File: src/rtl/spi_controller.sv
`default_nettype none
// ============================================================================
//  Module      : spi_controller
//  Description : SPI mode-0 initiator that emits write-only 16-bit frames
//                {rw, addr[6:0], data[7:0]}, MSB first, on nCS/SCLK/COPI.
//                A frame is SETUP (CLK_DIV cycles, SCLK low, first bit on
//                COPI), SHIFT (16 SCLK periods of CLK_DIV high + CLK_DIV
//                low; the low half after the 16th fall doubles as CS hold),
//                then GAP (nCS high for 2*CLK_DIV cycles) and a done pulse.
//  Parameters  : CLK_DIV  clk cycles per SCLK half-period, legal 2..255
//  Ports       : clk, rst_n (async, active low)
//                start, rw, addr[6:0], data[7:0]   frame request/contents
//                abort                             only with SPI_CTRL_ABORT_EN
//                busy, done                        status
//                nCS_out, SCLK_out, COPI_out       SPI pins (all registered)
//  Options     : `define SPI_CTRL_ABORT_EN adds the abort input, which cuts a
//                frame in SETUP/SHIFT short and jumps straight to GAP.
//  Revision    : 1.0  initial release
// ============================================================================
module spi_controller #(
    parameter int CLK_DIV = 4
) (
    input  logic       clk,
    input  logic       rst_n,
    input  logic       start,
    input  logic       rw,
    input  logic [6:0] addr,
    input  logic [7:0] data,
`ifdef SPI_CTRL_ABORT_EN
    input  logic       abort,
`endif
    output logic       busy,
    output logic       done,
    output logic       nCS_out,
    output logic       SCLK_out,
    output logic       COPI_out
);

    typedef enum logic [1:0] {
        ST_IDLE  = 2'd0,
        ST_SETUP = 2'd1,
        ST_SHIFT = 2'd2,
        ST_GAP   = 2'd3
    } state_t;

    // Every phase (setup, each SCLK half, each gap half) is CLK_DIV cycles.
    localparam logic [7:0] c_reload = 8'(CLK_DIV - 1);

    state_t      r_state, w_state;
    logic [7:0]  r_cnt, w_cnt;
    logic [4:0]  r_bit_cnt, w_bit_cnt;
    logic [15:0] r_sr, w_sr;
    logic        r_busy, w_busy;
    logic        r_done, w_done;
    logic        r_ncs, w_ncs;
    logic        r_sclk, w_sclk;
    logic        r_copi, w_copi;
    logic        w_abort;

`ifdef SPI_CTRL_ABORT_EN
    assign w_abort = abort;
`else
    assign w_abort = 1'b0;
`endif

    always_ff @(posedge clk or negedge rst_n) begin
        if (!rst_n) begin
            r_state   <= ST_IDLE;
            r_cnt     <= 8'd0;
            r_bit_cnt <= 5'd0;
            r_sr      <= 16'd0;
            r_busy    <= 1'b0;
            r_done    <= 1'b0;
            r_ncs     <= 1'b1;
            r_sclk    <= 1'b0;
            r_copi    <= 1'b0;
        end else begin
            r_state   <= w_state;
            r_cnt     <= w_cnt;
            r_bit_cnt <= w_bit_cnt;
            r_sr      <= w_sr;
            r_busy    <= w_busy;
            r_done    <= w_done;
            r_ncs     <= w_ncs;
            r_sclk    <= w_sclk;
            r_copi    <= w_copi;
        end
    end

    always_comb begin
        w_state   = r_state;
        w_cnt     = r_cnt;
        w_bit_cnt = r_bit_cnt;
        w_sr      = r_sr;
        w_busy    = r_busy;
        w_done    = 1'b0;
        w_ncs     = r_ncs;
        w_sclk    = r_sclk;
        w_copi    = r_copi;

        case (r_state)
            ST_IDLE: begin
                // Start wins over abort here: abort is only looked at later.
                if (start) begin
                    w_sr      = {rw, addr, data};
                    w_state   = ST_SETUP;
                    w_cnt     = c_reload;
                    w_bit_cnt = 5'd0;
                    w_busy    = 1'b1;
                    w_ncs     = 1'b0;
                    w_sclk    = 1'b0;
                    w_copi    = rw;
                end
            end

            ST_SETUP: begin
                if (w_abort) begin
                    w_state   = ST_GAP;
                    w_cnt     = c_reload;
                    w_bit_cnt = 5'd0;
                    w_ncs     = 1'b1;
                    w_sclk    = 1'b0;
                    w_copi    = 1'b0;
                end else if (r_cnt != 8'd0) begin
                    w_cnt = r_cnt - 8'd1;
                end else begin
                    w_state = ST_SHIFT;
                    w_sclk  = 1'b1;
                    w_cnt   = c_reload;
                end
            end

            ST_SHIFT: begin
                if (w_abort) begin
                    w_state   = ST_GAP;
                    w_cnt     = c_reload;
                    w_bit_cnt = 5'd0;
                    w_ncs     = 1'b1;
                    w_sclk    = 1'b0;
                    w_copi    = 1'b0;
                end else if (r_cnt != 8'd0) begin
                    w_cnt = r_cnt - 8'd1;
                end else if (r_sclk) begin
                    // Falling edge: present the next bit. The register shifts
                    // in zeros, so after the 16th fall COPI drops to 0.
                    w_sclk    = 1'b0;
                    w_cnt     = c_reload;
                    w_bit_cnt = r_bit_cnt + 5'd1;
                    w_sr      = {r_sr[14:0], 1'b0};
                    w_copi    = r_sr[14];
                end else if (r_bit_cnt == 5'd16) begin
                    // Low half after the last fall was the CS hold time.
                    w_state   = ST_GAP;
                    w_cnt     = c_reload;
                    w_bit_cnt = 5'd0;
                    w_ncs     = 1'b1;
                end else begin
                    w_sclk = 1'b1;
                    w_cnt  = c_reload;
                end
            end

            ST_GAP: begin
                // Two CLK_DIV halves; bit_cnt[0] tracks which half we are in
                // so the 8-bit counter never needs to hold 2*CLK_DIV-1.
                if (r_cnt != 8'd0) begin
                    w_cnt = r_cnt - 8'd1;
                end else if (!r_bit_cnt[0]) begin
                    w_bit_cnt = 5'd1;
                    w_cnt     = c_reload;
                end else begin
                    w_state   = ST_IDLE;
                    w_bit_cnt = 5'd0;
                    w_busy    = 1'b0;
                    w_done    = 1'b1;
                end
            end

            default: begin
                w_state = ST_IDLE;
            end
        endcase
    end

    assign busy     = r_busy;
    assign done     = r_done;
    assign nCS_out  = r_ncs;
    assign SCLK_out = r_sclk;
    assign COPI_out = r_copi;

endmodule
`default_nettype wire

File: config.mk
export PLATFORM = sky130hd
export DESIGN_NAME = spi_controller
export DESIGN_NICKNAME = d
export VERILOG_FILES = /design/src/rtl/spi_controller.sv
export SDC_FILE = /design/constraint.sdc
export NUM_CORES = 1
export LEC_CHECK = 0
export BUFFER_PORTS_ARGS = -buffer_cell sky130_fd_sc_hd__buf_4
export CAP_MARGIN = 20
export CORE_UTILIZATION = 45
export CTS_CLUSTER_SIZE = 25
export DETAILED_ROUTE_END_ITERATION = 12
export GPL_TIMING_DRIVEN = 0
export HOLD_SLACK_MARGIN = 0.12
export PLACE_DENSITY = 0.67
export SETUP_SLACK_MARGIN = 0.5
export SYNTH_ARGS = -nofsm -noshare
export SYNTH_HDL_FRONTEND = slang
export SYNTH_SLANG_ARGS = --single-unit
File: constraint.sdc
create_clock -name clk -period 2.3 [get_ports clk]
set_clock_uncertainty 0.15 [all_clocks]
set_input_delay 0.69 -clock clk [delete_from_list [all_inputs] [get_ports clk]]
set_output_delay 0.69 -clock clk [all_outputs]
set_load 0.005 [all_outputs]
# After elaboration in Yosys (flattened, before gate mapping)
# Cells that the tools add are included.
# totals
regBits	35
inputBits	19
out_inout_bits	5
word_cells	84
# classes
add_sub_neg	2
eq_ne	14
muxes	45
bitwise	1
n_reduce_logical	13
# ops
op	count
15-bit two-way mux	3
8-bit two-way mux	4
15-bit case mux with 2 select lines	1
5-bit two-way mux	5
8-bit case mux with 3 select lines	1
1-bit two-way mux	18
2-bit inequality test, second input constant	8
5-bit case mux with 3 select lines	1
2-bit two-way mux	7
4-bit AND reduction	3
5-bit AND reduction	2
2-bit case mux with 4 select lines	1
8-bit nonzero test	1
8-bit by 1-bit subtractor with 8-bit output, second input constant	1
7-bit AND reduction	1
3-bit inequality test, second input constant	2
1-bit case mux with 2 select lines	3
5-bit by 1-bit adder with 5-bit output, second input constant	1
5-bit == test, second input constant	1
2-bit == test, second input constant	2
2-bit nonzero test	2
1-bit case mux with 3 select lines	1
3-bit nonzero test	1
2-bit by 1-bit == test with 1-bit output, second input constant	1
other kinds (4)	4

# Longest topological paths before layout
# logic_depth
ltp_word	5
depth_mapped	8
depth_no_buf	6

# Worst setup path after synthesis
# No wires, ideal clock.
# synth_path
path_kind	reg-to-reg
startpoint	reg r_cnt[0]
endpoint	reg r_sr[10]
setup_ns	0.125
arrival_time_ns	2.258
t_required_ns	2.025
slack_ns	-0.233
path_stages_with_launch	9
n_path_buf	2
period_less_slack_ns	2.533
path_cell_list	dfrtp_1 inv_1 ha_1 or4b_1 clkbuf_2 or3_4 a21oi_4 buf_12 mux2_4
# synth_between
elab_chain_cells	3
# synth_rtl
element	line_no	rtl
start: declaration	50	logic [7:0] r_cnt, w_cnt;
start signal: assignment	79	r_cnt <= w_cnt;
8-bit nonzero test	141	end else if (r_cnt != 8'd0) begin
2-bit inequality test (no line)	--	
4-bit AND reduction (no line)	--	
end signal: assignment	81	r_sr <= w_sr;
end: declaration	52	logic [15:0] r_sr, w_sr;
# Every way passes these cells.
# A chain may end at the register's enable or synchronous reset.

# Final worst setup path
# layout_path
startpoint	reg r_cnt[0]
endpoint	reg r_sr[12]
# The elaborated chain is that of the path after synthesis.

==> impl_results.md <==
* Largest net degree at the start of global routing at 36
* Layout fillers at 321
* Most frequent cells in the layout: buf_4, dfrtp_1, mux2_2
* Worst Reg-to-Reg Cells at 9
* Clk root buf: clkbuf_8
* Worst IR Drop VDD at 0.265 mV
* Ys Warns at 0
* Chip width at 70.0 µm
* Final setup fails at 18
* First DRT Iteration DRCs at 57
* Clock sink count at 35
* Number of buffers created by CTS at 5
* Post-Route WL at 5.39 mm
* Nets at 260
* GPL Wtd Cong at 0.868
* Slew margin rel. at 60.1%
* Area Overhead vs Synth at 41.4%
* H-tree depth at 2
* Clock-pin slew on the worst setup and hold paths at 0.07 ns
* Max Slew Vio Count at 0
* Max cap viols at 0
* Number of global-route vias before repair at 1708
* Vias/cell at 5.92
* Total chip power at 0.00135 W
* Share of post-route cells with drive strength above 1 at 58.8%
* Worst setup margin at -0.276 ns
* Initial antenna violation count at 0
* TritonCTS clock tree: built
* CTS hold repair buffers at 0
* I/O pin count at 24
* Max clock buf depth at 2
* WS Path Type: reg2reg
* First drt pass iteration count at 4
* FFs w/ async S/R, synth at 100%
* Number of I/O port buffers at 22
* Startpoint types: flop
* Tmin final at 2.58 ns
* RSZ-0062 raised after global routing: yes
* Worst Tran Pin Value at 0.597 ns
* Syn nets at 210
* FF-to-FF setup slack at -0.28 ns
* Ys flop type: dfrtp_1
* Sequential share of the synthesized area at 42.1%
* Crit end category: flop
* Row count at 24
* CP required at 2.33 ns
* N_diodes at 0
* Fin Hold WS at 0.194 ns
* FF+latch count, synth at 35
* Synth unique cells at 48
* Number of flops mapped to enable cells by yosys at 0
* Power density over the cells at 458 mW/mm²
* LEAKAGE at 1.30 nW
* Synth Instances at 182
* First-pass GRT wire length at 8.03 mm
* Core ar. at 0.00441 mm²
* Remaining Overflow, GRT at 0
* Outcome: finished with violations
* Failing checks: setup timing
* WP data arrival at 2.61 ns
* Fin. Hold Viols at 0
* Register area at 881 µm²
* DRT antenna net count at 0
* Initial core utilization at 47.2%
* DIE HEIGHT at 70.0 µm
* Worst Path Max Fanout at 5
* Worst-Skew Late Latency at 0.29 ns
* Fmax at 388 MHz
* Hold Path Class: in2async
* Area of the multi-input gates at 0.00136 mm²
* DIE AREA at 0.00490 mm²
* Routed length per instance at 18.9 µm
* Tot GR Track Use at 20.7%
* Synthesized cell area at 0.00208 mm²
* Syn Area/Cell at 11.4 µm²
* Detailed placement HPWL at 3.15 mm
* Final period util at 112%
* Drc violations at 0
* Most common cell after layout, fill and taps aside: buf_4
* Routed via count at 1686
per-layer routing:
layer | track usage (%) | vias up | part of all wire (%)
met5 | 0 | - | 0
met4 | 10.7 | 0 | 1.6
met3 | 4.18 | 9 | 4.2
met2 | 33.2 | 47 | 52
met1 | 26.5 | 850 | 42
li1 | - | 780 | -
logic make-up (layout without fill, tap and decap cells):
family | after synthesis | after routing | share of synthesized area, %
AND/OR/NAND/NOR | 41 | 41 | 11.5
AO/OA/AOI/OAI | 45 | 45 | 15.7
adder cells (fa/ha/maj) | 9 | 9 | 5.41
flip-flops | 35 | 35 | 42.1
buffers and inverters | 18 | 69 | 5.35
multiplexers | 34 | 34 | 19.8
stage by stage:
stage | setup slack [ns] | cells | area (µm²) | setup TNS (ns) | util [%]
after CTS | -0.238 | 277 | 2690 | -3.38 | 60.8
final | -0.276 | 285 | 2940 | -4.38 | 66.7
after global routing | -0.332 | 285 | 2940 | -5.32 | 66.7
after detailed placement | -0.421 | 256 | 2320 | -5.97 | 52.5
after floorplan | -0.216 | 182 | 2090 | -2.60 | -
after global placement | -0.365 | 256 | 2320 | -5.01 | 52.5
registers in the layout, summed over array words and instances (netlist names):
| signal | flops |
|---|---|
| r_sr | 15 |
| r_cnt | 8 |
| r_bit_cnt | 5 |
| r_state | 2 |
| COPI_out | 1 |
| SCLK_out | 1 |
| busy | 1 |
| done | 1 |
| nCS_out | 1 |
synth_stat cells, drive strengths merged, types with 2 or more instances:
cell type / count / area (µm²)
nor2: 8 / 32.5
o31ai: 9 / 67.6
nor4: 2 / 12.5
a21o: 3 / 22.5
ha: 9 / 113
o21ai: 6 / 30.0
nor3: 6 / 30.0
a31oi: 3 / 18.8
a41oi: 2 / 17.5
nor2b: 3 / 18.8
dfrtp: 34 / 851
buf: 3 / 36.3
nand2: 5 / 18.8
nand3: 4 / 20.0
dlygate4sd1: 2 / 17.5
a32o: 3 / 30.0
a21oi: 11 / 66.3
o2111ai: 2 / 17.5
mux2: 31 / 383
mux2i: 3 / 30.0
inv: 11 / 41.3
or3: 2 / 17.5
area by class of cell:
type | count | area share [%]
plain buffers | 7 | 2.38
clock buffers | 6 | 2.46
clock inverters | 2 | 2.04
inverters | 11 | 1.40
multi-input cells | 129 | 46.2
flip-flops and latches | 35 | 29.9
well taps | 52 | 2.21
repair buffers | 43 | 13.4
worst max-delay path: stages (launching register included):
cell     delay (ns)
dfrtp_1        0.41
inv_2          0.09
ha_4           0.13
or4b_4         0.46
buf_8          0.14
or3_4          0.34
a21oi_4        0.19
buf_12         0.14
buf_12         0.12
mux2_4         0.30
where the power goes:
group | internal (W) | leakage, nW | total (W) | switching [W]
logic | 0.0000354 | 0.798 | 0.0000579 | 0.0000224
clock network | 0.000433 | 0.0654 | 0.000663 | 0.000230
registers | 0.000623 | 0.436 | 0.000628 | 0.00000478
total | 0.00109 | 1.30 | 0.00135 | 0.000257
what timing repair did:
item / CTS / global route
cloned: 1 / 0
pin swaps: 6 / 11
gates resized for setup: 28 / 44
setup endpoints to repair: 36 / 36
buffers inserted: 12 / 8
path summary, 6_finish.rpt:
| check | start | endpoint |
|---|---|---|
| worst max register to register | r_cnt[0] | r_sr[12] |
| worst min register to register | r_sr[1] | r_sr[1] |
| min in group clk | r_sr[1] | r_sr[1] |
| max in group asynchronous | rst_n | SCLK_out |
| worst min-delay path | rst_n | r_bit_cnt[2] |
| worst max-delay path | r_cnt[0] | r_sr[12] |
Power figures use the tool's default switching activity.
